**src/rtl/phase_sequencer.sv**
```systemverilog
// phase_sequencer: four-arm intersection controller; MAIN/TURN/WALK phases separated by all-red CLR.
// Define TURN_GAPOUT_EN to let TURN end early after GAP_TIME consecutive idle turn_sensor samples.
module phase_sequencer #(
    parameter int TIMER_W    = 8,
    parameter int MIN_GREEN  = 16,
    parameter int TURN_TIME  = 8,
    parameter int WALK_TIME  = 10,
    parameter int CLEAR_TIME = 3,
    parameter int GAP_TIME   = 2
) (
    input  logic       clock,
    input  logic       reset_n,
    input  logic       pedestrian_button,
    input  logic       turn_sensor,
    output logic       pedestrian_green,
    output logic       up_green,
    output logic       down_green,
    output logic       turn_green,
    output logic       ped_waiting,
    output logic       turn_waiting,
    output logic [1:0] phase
);
    typedef enum logic [1:0] {CLR = 2'd0, MAIN = 2'd1, TURN = 2'd2, WALK = 2'd3} state_t;

    localparam logic [TIMER_W-1:0] CLR_LD  = TIMER_W'(CLEAR_TIME - 1);
    localparam logic [TIMER_W-1:0] MAIN_LD = TIMER_W'(MIN_GREEN - 1);
    localparam logic [TIMER_W-1:0] TURN_LD = TIMER_W'(TURN_TIME - 1);
    localparam logic [TIMER_W-1:0] WALK_LD = TIMER_W'(WALK_TIME - 1);

    state_t             state, state_n, nxt, nxt_n;
    logic [TIMER_W-1:0] timer, timer_n;
    logic               ped_req, turn_req, ped_n, turn_n, done, gap_out;

    assign done = timer == '0;

`ifdef TURN_GAPOUT_EN
    logic [TIMER_W-1:0] gap, gap_n;
    // Counts only while TURN persists, so leaving TURN leaves it cleared for the next entry.
    assign gap_n   = turn_sensor ? '0 : gap + 1'b1;
    assign gap_out = gap_n == TIMER_W'(GAP_TIME);
    always_ff @(posedge clock) begin
        gap <= (reset_n && state == TURN && state_n == TURN) ? gap_n : '0;
    end
`else
    // Without gap-out TURN is purely timed; GAP_TIME is kept referenced but never true here.
    assign gap_out = GAP_TIME < 0;
`endif

    always_comb begin
        state_n = state;
        nxt_n   = nxt;
        case (state)
            CLR: if (done) state_n = nxt;
            MAIN: if (done && (turn_req || ped_req)) begin
                state_n = CLR;
                nxt_n   = turn_req ? TURN : WALK;
            end
            TURN: if (done || gap_out) begin
                state_n = CLR;
                nxt_n   = ped_req ? WALK : MAIN;
            end
            default: if (done) begin
                state_n = CLR;
                nxt_n   = MAIN;
            end
        endcase
        timer_n = state_n == state ? (done ? timer : timer - 1'b1)
                : state_n == MAIN ? MAIN_LD
                : state_n == TURN ? TURN_LD
                : state_n == WALK ? WALK_LD : CLR_LD;
        // Clear only on the entry edge, where the state is not yet the served one, so a set there wins.
        ped_n  = (pedestrian_button && state != WALK) || (ped_req && !(state != WALK && state_n == WALK));
        turn_n = (turn_sensor && state != TURN) || (turn_req && !(state != TURN && state_n == TURN));
    end

    always_ff @(posedge clock) begin
        if (!reset_n) begin
            state            <= CLR;
            nxt              <= MAIN;
            timer            <= CLR_LD;
            ped_req          <= 1'b0;
            turn_req         <= 1'b0;
            pedestrian_green <= 1'b0;
            up_green         <= 1'b0;
            down_green       <= 1'b0;
            turn_green       <= 1'b0;
        end else begin
            state            <= state_n;
            nxt              <= nxt_n;
            timer            <= timer_n;
            ped_req          <= ped_n;
            turn_req         <= turn_n;
            pedestrian_green <= state_n == WALK;
            up_green         <= state_n == MAIN || state_n == TURN;
            down_green       <= state_n == MAIN;
            turn_green       <= state_n == TURN;
        end
    end

    assign phase        = state;
    assign ped_waiting  = ped_req;
    assign turn_waiting = turn_req;
endmodule
```
**config.mk**
```make
export PLATFORM = sky130hd
export DESIGN_NAME = phase_sequencer
export DESIGN_NICKNAME = d
export VERILOG_FILES = /design/src/rtl/phase_sequencer.sv
export SDC_FILE = /design/constraint.sdc
export NUM_CORES = 1
export LEC_CHECK = 0
export BUFFER_PORTS_ARGS = -buffer_cell sky130_fd_sc_hd__buf_2
export CORE_UTILIZATION = 60
export DETAILED_ROUTE_END_ITERATION = 12
export PLACE_DENSITY = 0.79
export SETUP_SLACK_MARGIN = 0.3
export SLEW_MARGIN = 20
export SYNTH_ARGS = -nofsm -noshare
export SYNTH_HDL_FRONTEND = slang
export SYNTH_SLANG_ARGS = --single-unit
```
**constraint.sdc**
```tcl
create_clock -name clock -period 5.15 [get_ports clock]
set_input_delay 0.2575 -clock clock [delete_from_list [all_inputs] [get_ports clock]]
set_output_delay 0.2575 -clock clock [all_outputs]
set_load 0.01 [all_outputs]
```
==> flow_results.xml <==
<?xml version="1.0" encoding="UTF-8"?>
<metrics>
  <group name="setup_path">
    <metric name="crit-reg2reg-capture" unit="">timer[2]$_SDFFE_PN0P_</metric>
    <metric name="startpoint_of_the_most_critical_register_to_register_path" unit="">timer[0]$_SDFFE_PN0P_</metric>
    <metric name="worst_path_largest_cell_delay" unit="ns">0.53</metric>
    <metric name="crit_type" unit="">register to register</metric>
    <metric name="crit_path_max_delay_cell_type" unit="">nor3b_1</metric>
    <metric name="worst-path-max-fanout" unit="">5</metric>
    <metric name="r2r_slack" unit="ns">2.71</metric>
    <metric name="worst-endpoint-arrival" unit="ns">2.70</metric>
    <metric name="path_cells" unit="">inv_1 &gt; ha_1 &gt; nor3b_1 &gt; nand2_2 &gt; o2bb2ai_1 &gt; inv_1 &gt; ha_1 &gt; nor2b_1 &gt; a22o_1</metric>
    <metric name="worst_ep_required" unit="ns">5.41</metric>
    <metric name="buffering_stage_count_on_the_worst_path_with_inverters_included" unit="">2</metric>
    <metric name="worstSetupEndpointType" unit="">register</metric>
    <metric name="category_of_the_worst_setup_path_launch_point" unit="">register</metric>
    <metric name="worstSetupPathDepth" unit="">9</metric>
    <metric name="reg2reg_depth" unit="">9</metric>
    <metric name="critical-path-top-delay-family" unit="">simple AND/OR/NAND/NOR gates</metric>
  </group>
  <group name="route">
    <metric name="final_antenna_net_count" unit="">0</metric>
    <metric name="via_count" unit="">847</metric>
    <metric name="drt_first_pass_iters" unit="">4</metric>
    <metric name="drt_iter0_drc" unit="">14</metric>
    <metric name="avgRoutedWirePerCell" unit="um">14.3</metric>
    <metric name="finalWirelength" unit="mm">2.02</metric>
    <metric name="routed_via_density" unit="">6.01</metric>
    <metric name="post-route-drc-count" unit="">0</metric>
  </group>
  <group name="floorplan">
    <metric name="fp.dieH" unit="um">43.9</metric>
    <metric name="initial_utilization" unit="%">66.7</metric>
    <metric name="core_area" unit="mm^2">0.00158</metric>
    <metric name="row_count" unit="">14</metric>
    <metric name="floorplan.io_pins" unit="">12</metric>
    <metric name="die_area" unit="mm^2">0.00192</metric>
    <metric name="die_width" unit="um">43.9</metric>
  </group>
  <group name="finish">
    <metric name="synthToLayoutAreaGrowth" unit="%">9.88</metric>
    <metric name="drive_gt1_share" unit="%">16.8</metric>
    <metric name="antennaDiodeCount" unit="">0</metric>
    <metric name="multi_input_comb_area" unit="um^2">653</metric>
    <metric name="final_core_util" unit="%">73.3</metric>
    <metric name="final-seq-area" unit="um^2">360</metric>
    <metric name="nFillCells" unit="">133</metric>
    <metric name="num-nets-final" unit="">140</metric>
    <metric name="layout.cells.non_filler" unit="">141</metric>
    <metric name="finish.instance_area" unit="mm^2">0.00115</metric>
  </group>
  <group name="clock_tree">
    <metric name="ctsResizeCount" unit="">0</metric>
    <metric name="cts-root-buf" unit="">clkbuf_4</metric>
    <metric name="cts-buffers-inserted" unit="">3</metric>
    <metric name="worst_skew_pair.late_latency" unit="ns">0.30</metric>
    <metric name="tritoncts" unit="">yes</metric>
    <metric name="clock_sink_count" unit="">18</metric>
    <metric name="cts_hold_buf" unit="">0</metric>
    <metric name="cts.repair_timing.setup_buffer_count" unit="">0</metric>
    <metric name="clk_pin_slew" unit="ns">0.11</metric>
    <metric name="max-clock-path-buffers" unit="">2</metric>
    <metric name="h_tree_depth" unit="">1</metric>
  </group>
  <group name="timing">
    <metric name="count_of_endpoints_failing_setup_in_the_final_report" unit="">0</metric>
    <metric name="max-slew-margin-rel" unit="%">56.6</metric>
    <metric name="setup_ws" unit="ns">2.71</metric>
    <metric name="finalMaxSlewViolations" unit="">0</metric>
    <metric name="fmax" unit="MHz">409</metric>
    <metric name="hold_slack" unit="ns">0.219</metric>
    <metric name="final_hold_viol_count" unit="">0</metric>
    <metric name="timing.final.crit_period" unit="ns">2.44</metric>
    <metric name="skew" unit="ns">0.00682</metric>
    <metric name="setup_repair_after_global_routing_missed_its_margin" unit="">false</metric>
    <metric name="period_share" unit="%">47.4</metric>
    <metric name="worst_pin_slew" unit="ns">0.646</metric>
    <metric name="timing.setup.tns" unit="ns">0</metric>
  </group>
  <group name="global_route">
    <metric name="grt_util_met2" unit="%">37.9</metric>
    <metric name="met3_usage" unit="%">2.92</metric>
    <metric name="grt_antenna_before_repair" unit="">0</metric>
    <metric name="grt_pass1_vias" unit="">764</metric>
    <metric name="wire_length_of_the_first_global_routing_pass" unit="mm">3.51</metric>
    <metric name="grt_remaining_overflow" unit="">0</metric>
    <metric name="grt_max_degree" unit="">21</metric>
    <metric name="met1_demand_to_capacity_share_in_global_routing" unit="%">34.9</metric>
    <metric name="global_route.peak_usage_layer" unit="">met2</metric>
    <metric name="aggregate_global_route_resource_usage" unit="%">24.8</metric>
  </group>
  <group name="synth">
    <metric name="compound_gate_portion_of_the_synthesized_area" unit="%">15.0</metric>
    <metric name="synth-edff-count" unit="">0</metric>
    <metric name="synthMuxAreaShare" unit="%">3.93</metric>
    <metric name="ys_types" unit="">38</metric>
    <metric name="ys.flop_type" unit="">dfxtp_1</metric>
    <metric name="number_of_instances_in_the_synthesized_netlist" unit="">112</metric>
    <metric name="ys_async_sr_fraction" unit="%">0</metric>
    <metric name="yosys.area_share.adder" unit="%">11.9</metric>
    <metric name="synth-warning-count" unit="">0</metric>
    <metric name="synth_fp_nets" unit="">126</metric>
    <metric name="yosys.area_share.simple" unit="%">28.8</metric>
    <metric name="synth_top_family_by_area" unit="">simple AND/OR/NAND/NOR gates</metric>
    <metric name="yosysSeqAreaShare" unit="%">34.3</metric>
    <metric name="syn-cell-area" unit="mm^2">0.00105</metric>
    <metric name="syn-mean-instance-area" unit="um^2">9.38</metric>
    <metric name="synth_xor_xnor_area_share" unit="%">2.50</metric>
    <metric name="ys_seq_elements" unit="">18</metric>
  </group>
  <group name="hold_path">
    <metric name="worst_hold_path_type" unit="">input pin to register</metric>
    <metric name="min_delay_endpoint" unit="">turn_waiting$_SDFF_PN0_</metric>
    <metric name="hp-start" unit="">turn_sensor</metric>
    <metric name="hold_path_depth" unit="">3</metric>
  </group>
  <group name="placement">
    <metric name="postPlaceCellArea" unit="mm^2">0.00112</metric>
    <metric name="dp.cells" unit="">137</metric>
    <metric name="placer_congestion" unit="">0.851</metric>
    <metric name="port_buffers" unit="">11</metric>
    <metric name="sum_of_net_half_perimeters_after_detailed_placement" unit="mm">1.50</metric>
    <metric name="pre_cts_ws" unit="ns">2.75</metric>
  </group>
  <group name="power_and_ir_drop">
    <metric name="power.internal" unit="mW">0.352</metric>
    <metric name="seq_power_share" unit="%">35.0</metric>
    <metric name="p_clk_share" unit="%">14.6</metric>
    <metric name="p_switching" unit="mW">0.264</metric>
    <metric name="power_density" unit="mW/mm^2">534</metric>
    <metric name="leakagePower" unit="nW">0.468</metric>
    <metric name="power.combinational.fraction" unit="%">50.4</metric>
    <metric name="finalPower" unit="mW">0.616</metric>
    <metric name="worst_ir_drop_vdd" unit="uV">319</metric>
    <metric name="netSwitchingFraction" unit="%">42.9</metric>
  </group>
  <group name="flow_run">
    <metric name="drv.max_cap_violation_count" unit="">0</metric>
  </group>
  <group name="status">
    <metric name="run_status" unit="">finished clean</metric>
  </group>
</metrics>
cell type report:
type	count	share of cell area (%)
inverter	8	2.60
timing repair buffer	11	4.77
tap	16	1.73
multi-input combinational	84	56.6
sequential	18	31.2
clock buffer	4	3.14
synthesized netlist by cell type (2+ instances only):
master	count	area (um^2)
nand2b_1	6	37.5
nor2_1	4	15.0
ha_1	10	125
a21boi_0	5	37.5
nor3_1	2	10.0
xnor2_1	2	17.5
nand2_1	5	18.8
mux2i_1	3	30.0
nand3_1	5	25.0
nor3b_1	5	37.5
dfxtp_1	18	360
o21ai_0	5	25.0
and2_1	5	31.3
inv_1	8	30.0
nor2b_1	4	25.0
clkbuf_1	2	7.51
a21oi_1	2	10.0
placed cells by master (no fill, tap or decap), drive strengths merged, types with 3 or more instances in the layout:
| cell type | netlist | layout |
|---|---|---|
| mux2i | 3 | 3 |
| nor2 | 4 | 4 |
| ha | 10 | 10 |
| nand3 | 5 | 5 |
| clkbuf | 2 | 4 |
| o21ai | 6 | 6 |
| and2 | 5 | 5 |
| nor2b | 4 | 4 |
| nor4 | 3 | 3 |
| nand2b | 6 | 6 |
| dfxtp | 18 | 18 |
| a21boi | 5 | 5 |
| nor3b | 5 | 5 |
| buf | 0 | 11 |
| nand2 | 6 | 6 |
| inv | 8 | 8 |
flip-flops by register name, indices dropped and copies added (netlist names):
register and flops:
down_green 1, nxt 2, ped_waiting 1, pedestrian_green 1
phase 2, timer 8, turn_green 1, turn_waiting 1
up_green 1
kinds of logic (layout without fill, tap and decap cells):
logic type,count (synthesis),after routing
AOI/OAI and AO/OA,21,21
xor gates and xnor gates,3,3
adders and majority gates,10,10
buffers and inverters,10,23
DFF,18,18
muxes,4,4
and+or+nand+nor,46,46
power groups by stage:
stage	Combinational, mW	Clock (mW)	Sequential [mW]
after floorplan	0.237	0	0.217
after global placement	0.294	0	0.218
after detailed placement	0.308	0	0.219
after CTS	0.312	0.0902	0.215
after global routing	0.346	0.0986	0.223
final	0.310	0.0901	0.216
tightest hold or removal path: cells and delay by family:
kind	cells	cell delay, ns
AOI/OAI and AO/OA	1	0.07
buffers and inverters	1	0.09
and+or+nand+nor	1	0.05
worst max path at each step:
stage / startpoint / end / slack [ns]
after global placement: timer[0]$_SDFFE_PN0P_ / timer[1]$_SDFFE_PN1P_ / 2.93
after CTS: timer[0]$_SDFFE_PN0P_ / timer[2]$_SDFFE_PN0P_ / 2.71
after global routing: timer[0]$_SDFFE_PN0P_ / turn_waiting$_SDFF_PN0_ / 2.38
final: timer[0]$_SDFFE_PN0P_ / timer[2]$_SDFFE_PN0P_ / 2.71
after detailed placement: timer[0]$_SDFFE_PN0P_ / timer[2]$_SDFFE_PN0P_ / 2.75
after floorplan: timer[0]$_SDFFE_PN0P_ / timer[2]$_SDFFE_PN0P_ / 3.06
per-layer routing:
layer | vias up | wire length (um)
met5 | - | 0
met4 | 0 | 40
met3 | 5 | 116
met2 | 30 | 899
met1 | 394 | 960
li1 | 418 | -
Power figures use the tool's default switching activity.
